### src/rtl/davinci_instr_arbiter_if.sv
// davinci_instr_arbiter_if: requester-side and instruction-port handshake bundle.
//  master: the arbiter (consumes requester words, drives the instruction port)
//  slave : the environment (requester FIFO heads and the davinci_wrapper consume signal)
//  reqInstruction   NUM_REQ*INSTR_WIDTH  per-requester word, req i at [i*INSTR_WIDTH +: INSTR_WIDTH]
//  reqValid/reqLast NUM_REQ              FWFT head valid / word closes its burst
//  reqNext          NUM_REQ              pop pulse, word of req i captured this cycle
//  instruction, instructionValid, instructionNext  registered instruction port + consume
interface davinci_instr_arbiter_if #(
    parameter int unsigned NUM_REQ     = 2,
    parameter int unsigned INSTR_WIDTH = 32
);
    logic [NUM_REQ*INSTR_WIDTH-1:0] reqInstruction;
    logic [NUM_REQ-1:0]             reqValid;
    logic [NUM_REQ-1:0]             reqLast;
    logic [NUM_REQ-1:0]             reqNext;
    logic [INSTR_WIDTH-1:0]         instruction;
    logic                           instructionValid;
    logic                           instructionNext;

    modport master (
        input  reqInstruction, reqValid, reqLast, instructionNext,
        output reqNext, instruction, instructionValid
    );

    modport slave (
        output reqInstruction, reqValid, reqLast, instructionNext,
        input  reqNext, instruction, instructionValid
    );
endinterface

### src/rtl/davinci_instr_arbiter.sv
// davinci_instr_arbiter: shares the DA-VinCi instruction port between NUM_REQ sources.
//  Round-robin between sources, bursts locked to one source until its reqLast word,
//  one registered output stage (1-cycle latency, 1 word/cycle throughput).
//  clk, rst      clock, synchronous active-high reset
//  bus           davinci_instr_arbiter_if.master (requester words, pop pulses, instruction port)
//  grantSrc      source index of the word held in the output register
//  locked        burst lock held
//  errBurst      sticky, a burst reached MAX_BURST words without reqLast
module davinci_instr_arbiter #(
    parameter int unsigned NUM_REQ     = 2,
    parameter int unsigned INSTR_WIDTH = 32,
    parameter int unsigned MAX_BURST   = 64
) (
    input  logic                       clk,
    input  logic                       rst,
    davinci_instr_arbiter_if.master    bus,
    output logic [$clog2(NUM_REQ)-1:0] grantSrc,
    output logic                       locked,
    output logic                       errBurst
);
    localparam int unsigned SRC_W = $clog2(NUM_REQ);
    localparam int unsigned CNT_W = $clog2(MAX_BURST + 1);

    typedef enum logic [0:0] {
        IDLE   = 1'b0,
        LOCKED = 1'b1
    } state_t;

    state_t              state;
    logic [SRC_W-1:0]    rrPtr;
    logic [SRC_W-1:0]    lockSrc;
    logic [CNT_W-1:0]    burstCnt;

    logic                consume;
    logic                load;
    logic                selValid;
    logic [SRC_W-1:0]    selSrc;
    logic                capture;
    logic [SRC_W-1:0]    nextPtr;
    logic [INSTR_WIDTH-1:0] selWord;
    int unsigned         scanIdx;

    // Output register may take a new word when empty or being consumed this edge.
    assign consume = bus.instructionValid & bus.instructionNext;
    assign load    = ~bus.instructionValid | consume;

    // Source selection: locked owner only, otherwise first valid from rrPtr onwards.
    always_comb begin
        selValid = 1'b0;
        selSrc   = '0;
        scanIdx  = 0;
        if (state == LOCKED) begin
            selValid = bus.reqValid[lockSrc];
            selSrc   = lockSrc;
        end else begin
            for (int unsigned k = 0; k < NUM_REQ; k++) begin
                scanIdx = 32'(rrPtr) + k;
                if (scanIdx >= NUM_REQ) begin
                    scanIdx = scanIdx - NUM_REQ;
                end
                if (!selValid && bus.reqValid[SRC_W'(scanIdx)]) begin
                    selValid = 1'b1;
                    selSrc   = SRC_W'(scanIdx);
                end
            end
        end
    end

    // Capture is suppressed in reset so no source word is popped and lost.
    assign capture = load & selValid & ~rst;
    assign selWord = bus.reqInstruction[selSrc*INSTR_WIDTH +: INSTR_WIDTH];
    assign nextPtr = (32'(selSrc) == NUM_REQ - 1) ? '0 : selSrc + 1'b1;

    // Pop pulse back to the chosen source, same cycle as capture.
    always_comb begin
        bus.reqNext = '0;
        if (capture) begin
            bus.reqNext[selSrc] = 1'b1;
        end
    end

    // Output stage, lock FSM, round-robin pointer and burst watchdog.
    always_ff @(posedge clk) begin
        if (rst) begin
            bus.instruction      <= '0;
            bus.instructionValid <= 1'b0;
            grantSrc             <= '0;
            state                <= IDLE;
            rrPtr                <= '0;
            lockSrc              <= '0;
            burstCnt             <= '0;
            errBurst             <= 1'b0;
        end else begin
            if (load) begin
                bus.instructionValid <= capture;
            end
            if (capture) begin
                bus.instruction <= selWord;
                grantSrc        <= selSrc;
                if (bus.reqLast[selSrc]) begin
                    state    <= IDLE;
                    rrPtr    <= nextPtr;
                    burstCnt <= '0;
                end else begin
                    if (burstCnt == CNT_W'(MAX_BURST - 1)) begin
                        errBurst <= 1'b1;
                    end
                    if (state == IDLE) begin
                        state    <= LOCKED;
                        lockSrc  <= selSrc;
                        burstCnt <= CNT_W'(1);
                    end else if (burstCnt != CNT_W'(MAX_BURST)) begin
                        burstCnt <= burstCnt + 1'b1;
                    end
                end
            end
        end
    end

    assign locked = (state == LOCKED);
endmodule

### src/flat_wrapper.sv
// flat-port wrapper written by rule: the top's interface ports become plain ports
module davinci_instr_arbiter_flat 
#(
    parameter int unsigned NUM_REQ     = 2,
    parameter int unsigned INSTR_WIDTH = 32,
    parameter int unsigned MAX_BURST   = 64
)
  (clk, rst, grantSrc, locked, errBurst, bus_reqInstruction, bus_reqValid, bus_reqLast, bus_instructionNext, bus_reqNext, bus_instruction, bus_instructionValid);
  davinci_instr_arbiter_if #(.NUM_REQ(NUM_REQ), .INSTR_WIDTH(INSTR_WIDTH)) bus_i ();
  input  logic clk;
  input  logic rst;
  output logic [$clog2(NUM_REQ)-1:0] grantSrc;
  output logic locked;
  output logic errBurst;
  input wire logic [$bits(bus_i.reqInstruction)-1:0] bus_reqInstruction;
  input wire logic [$bits(bus_i.reqValid)-1:0] bus_reqValid;
  input wire logic [$bits(bus_i.reqLast)-1:0] bus_reqLast;
  input wire logic [$bits(bus_i.instructionNext)-1:0] bus_instructionNext;
  output wire logic [$bits(bus_i.reqNext)-1:0] bus_reqNext;
  output wire logic [$bits(bus_i.instruction)-1:0] bus_instruction;
  output wire logic [$bits(bus_i.instructionValid)-1:0] bus_instructionValid;
  assign bus_i.reqInstruction = bus_reqInstruction;
  assign bus_i.reqValid = bus_reqValid;
  assign bus_i.reqLast = bus_reqLast;
  assign bus_i.instructionNext = bus_instructionNext;
  assign bus_reqNext = bus_i.reqNext;
  assign bus_instruction = bus_i.instruction;
  assign bus_instructionValid = bus_i.instructionValid;
  davinci_instr_arbiter #(.NUM_REQ(NUM_REQ), .INSTR_WIDTH(INSTR_WIDTH), .MAX_BURST(MAX_BURST)) u_core (.clk(clk), .rst(rst), .bus(bus_i), .grantSrc(grantSrc), .locked(locked), .errBurst(errBurst));
endmodule
### config.mk
export PLATFORM = sky130hd
export DESIGN_NAME = davinci_instr_arbiter_flat
export DESIGN_NICKNAME = d
export VERILOG_FILES = /design/src/rtl/davinci_instr_arbiter_if.sv /design/src/rtl/davinci_instr_arbiter.sv /design/src/flat_wrapper.sv
export SDC_FILE = /design/constraint.sdc
export NUM_CORES = 1
export LEC_CHECK = 0
export ABC_AREA = 0
export CORE_UTILIZATION = 40
export DETAILED_ROUTE_END_ITERATION = 16
export PLACE_DENSITY = 0.86
export SLEW_MARGIN = 20
export SYNTH_ARGS = -nofsm -noshare
export SYNTH_HDL_FRONTEND = slang
export SYNTH_SLANG_ARGS = --single-unit
### constraint.sdc
create_clock -name clk -period 2.1 [get_ports clk]
set_input_delay 0.21 -clock clk [delete_from_list [all_inputs] [get_ports clk]]
set_output_delay 0.21 -clock clk [all_outputs]
set_load 0.01 [all_outputs]
==> metrics.yaml <==
timing:
  worstMarginPinSlew_ps: 530
  hold_violations: 0
  fin_skew_ps: 3.89
  slew_headroom_pct: 64.6
  max_freq_mhz: 517
  slew_viol_final: 0
  timing.final.ws_setup_ps: 167
  finalCritPeriodShare_pct: 92.1
  rsz0062_at_grt: "no"
  period_minus_slack_ps: 1930
  setup_viol: 0
  whs_ps: 435
cells_and_area:
  fin_nets: 422
  area_delta_synth_final_pct: 61.5
  drive_above_1_share_pct: 11.7
  num_antenna_cells: 0
  fillerInstances: 444
cts:
  cts_tree: "built"
  clk_latency_ps: 300
  clkTransAtPathRegs_ps: 80
  post_cts_buffers: 0
  post_cts_resize_count: 3
  cts_inserted_buffers: 5
  clock_path_buffers: 2
  cts_root_buffer: "clkbuf_8"
  clock-sinks: 45
  htree_num_levels: 2
  cts_hold_buf: 0
place:
  pre_cts_ws_ps: -108
  dp_hpwl_mm: 4.33
  place.port_buffers: 108
  place.gp.congestion: 0.756
synthesis:
  ys_seq_elements: 45
  synthArstFlopShare_pct: 0
  synth_warnings: 0
  netlist_area_um2: 2190
  yosysUniqueCellTypes: 32
  avgSynthCellArea_um2: 9.36
  synth.net_count: 307
  yosys_most_used_dff: "dfxtp_1"
  synthCells: 234
  synth-edff-count: 0
  yosysSeqAreaShare_pct: 41.1
route:
  viasPerCell: 5.10
  drt_iter0_drc: 98
  drt_wl_total_mm: 5.73
  drc_errors: 0
  wl_per_cell_um: 13.7
  first_pass_iters: 4
  antenna_left: 0
  vias: 2140
global_routing:
  grt_max_degree: 46
  grt_pass1_wl_mm: 9.58
  grt_overflow: 0
  antenna_found_initial: 0
  grt_usage_pct: 20.8
  grt_pass1_vias: 2081
critical_path:
  arrival_ps: 1720
  crit_fanout: 3
  cpPeakStageDelay_ps: 500
  path_buf_inv: 2
  path_delay_family: "buffers and inverters"
  crit_path_end_kind: "output port"
  crit_path_top_delay_cell: "clkdlybuf4s50_1"
  worst-setup-path-type: "in2out"
  required_ps: 1890
  cp_cell_sequence: "clkdlybuf4s50_1 -> mux2i_1 -> a2111o_1 -> nor2_1 -> dlygate4sd2_1"
  critPathLaunchType: "input port"
floorplan:
  die_height_um: 76.0
  die-area_um2: 5770
  boundaryPins: 109
  core_um2: 5200
  initial_core_util_pct: 42.1
  row_count: 26
  die_x_um: 76.0
status:
  outcome: "finished clean"
power_and_ir_drop:
  leakage_nw: 1.29
  pwr_density_cell_nw_per_um2: 629
  ir_drop_uv: 532
flow_run:
  maxCapViolCount: 0
hold_path:
  hold_class: "in2reg"
==> worst reg2reg max path, stage by stage, from the launching register on <==
cell and delay (ps):
dfxtp_1 410, nand2b_1 200, or2_2 290, buf_4 140, a221o_1 390, nand2_1 140, mux2i_1 180
==> synthesized netlist by cell type, drive strengths merged (2+ instances only) <==
cell type / count / area, µm²
dfxtp: 45 / 901
o21ai: 5 / 25.0
a211oi: 32 / 290
and3: 3 / 18.8
nor2b: 3 / 18.8
nand2b: 4 / 25.0
nor3: 2 / 10.0
inv: 2 / 7.51
nor2: 43 / 161
buf: 12 / 65.1
nand4b: 3 / 26.3
nor4b: 2 / 17.5
nand2: 9 / 33.8
a21oi: 9 / 45.0
nand3: 4 / 20.0
mux2i: 36 / 360
ha: 2 / 25.0
clkbuf: 6 / 22.5
==> logic make-up after synthesis <==
family                   Yosys count  share of synthesized area, %
AO/OA/AOI/OAI                     55                          20.9
adder cells (fa/ha/maj)            2                          1.14
flip-flops                        45                          41.1
AND/OR/NAND/NOR                   76                          16.1
multiplexers                      36                          16.5
buffers and inverters             20                          4.34
==> layout make-up <==
class	count	area [µm²]	area share, %
inverter	2	7.51	0.212
tap	70	87.6	2.48
clock buffer	6	72.6	2.05
clock inverter	2	15.0	0.425
multi-input combinational	169	1200	34.1
timing repair buffer	126	1250	35.2
sequential	45	902	25.5
==> per-layer routing <==
layer  vias up  global-route usage [%]  part of all wire, %  routed length, µm
met2        78                    35.7                   48               2780
met4         0                    7.50                  1.5                 86
met3         7                    8.02                  9.4                540
met1       972                    23.4                   41               2330
li1       1083                       -                    -                  -
met5         -                       0                    0                  0
==> power by group <==
group	leakage [nW]	total (mW)	internal (mW)	switching, mW
clock network	0.0374	0.538	0.235	0.304
registers	0.371	0.973	0.928	0.0447
logic	0.885	0.714	0.413	0.301
total	1.29	2.23	1.58	0.650
==> cells in the final DEF (no fill, tap or decap), types with 5 or more instances in the layout <==
cell type / instances
nand2_1: 9
clkdlybuf4s50_1: 105
a211oi_2: 10
clkbuf_8: 5
nor2_1: 43
buf_4: 15
mux2i_1: 36
dfxtp_1: 44
a21oi_1: 9
a211oi_1: 22
==> path summary, 6_finish.rpt <==
check / slack (ps) / startpoint / endpoint / cells past startpoint
worst min-delay path: 440 / rst / u_core.grantSrc$_SDFFE_PP0P_ / 4
worst min register to register: 480 / u_core.burstCnt[6]$_SDFFE_PP0P_ / u_core.burstCnt[6]$_SDFFE_PP0P_ / 2
worst max-delay path: 170 / bus_reqValid[0] / bus_reqNext[0] / 5
worst max register to register: 300 / u_core.locked$_SDFFE_PP0P_ / u_core.burstCnt[1]$_SDFFE_PP0P_ / 6
==> through the flow <==
step	setup TNS, ps	total power [mW]	cell area, µm²	instances	util [%]
global route	0	2.36	3540	420	67.9
CTS	0	2.25	3540	420	67.9
finish	0	2.23	3540	420	67.9
detailed placement	-214	1.71	3450	412	66.3
global placement	-90.3	1.69	3450	412	66.3
floorplan	0	1.33	2190	234	-
==> sequential cells by signal, summed over array words and instances (netlist names) <==
signal / count
u_core.burstCnt: 7
u_core.bus.instruction: 32
u_core.bus.instructionValid: 1
u_core.errBurst: 1
u_core.grantSrc: 1
u_core.lockSrc: 1
u_core.locked: 1
u_core.rrPtr: 1
Power figures use the tool's default switching activity.
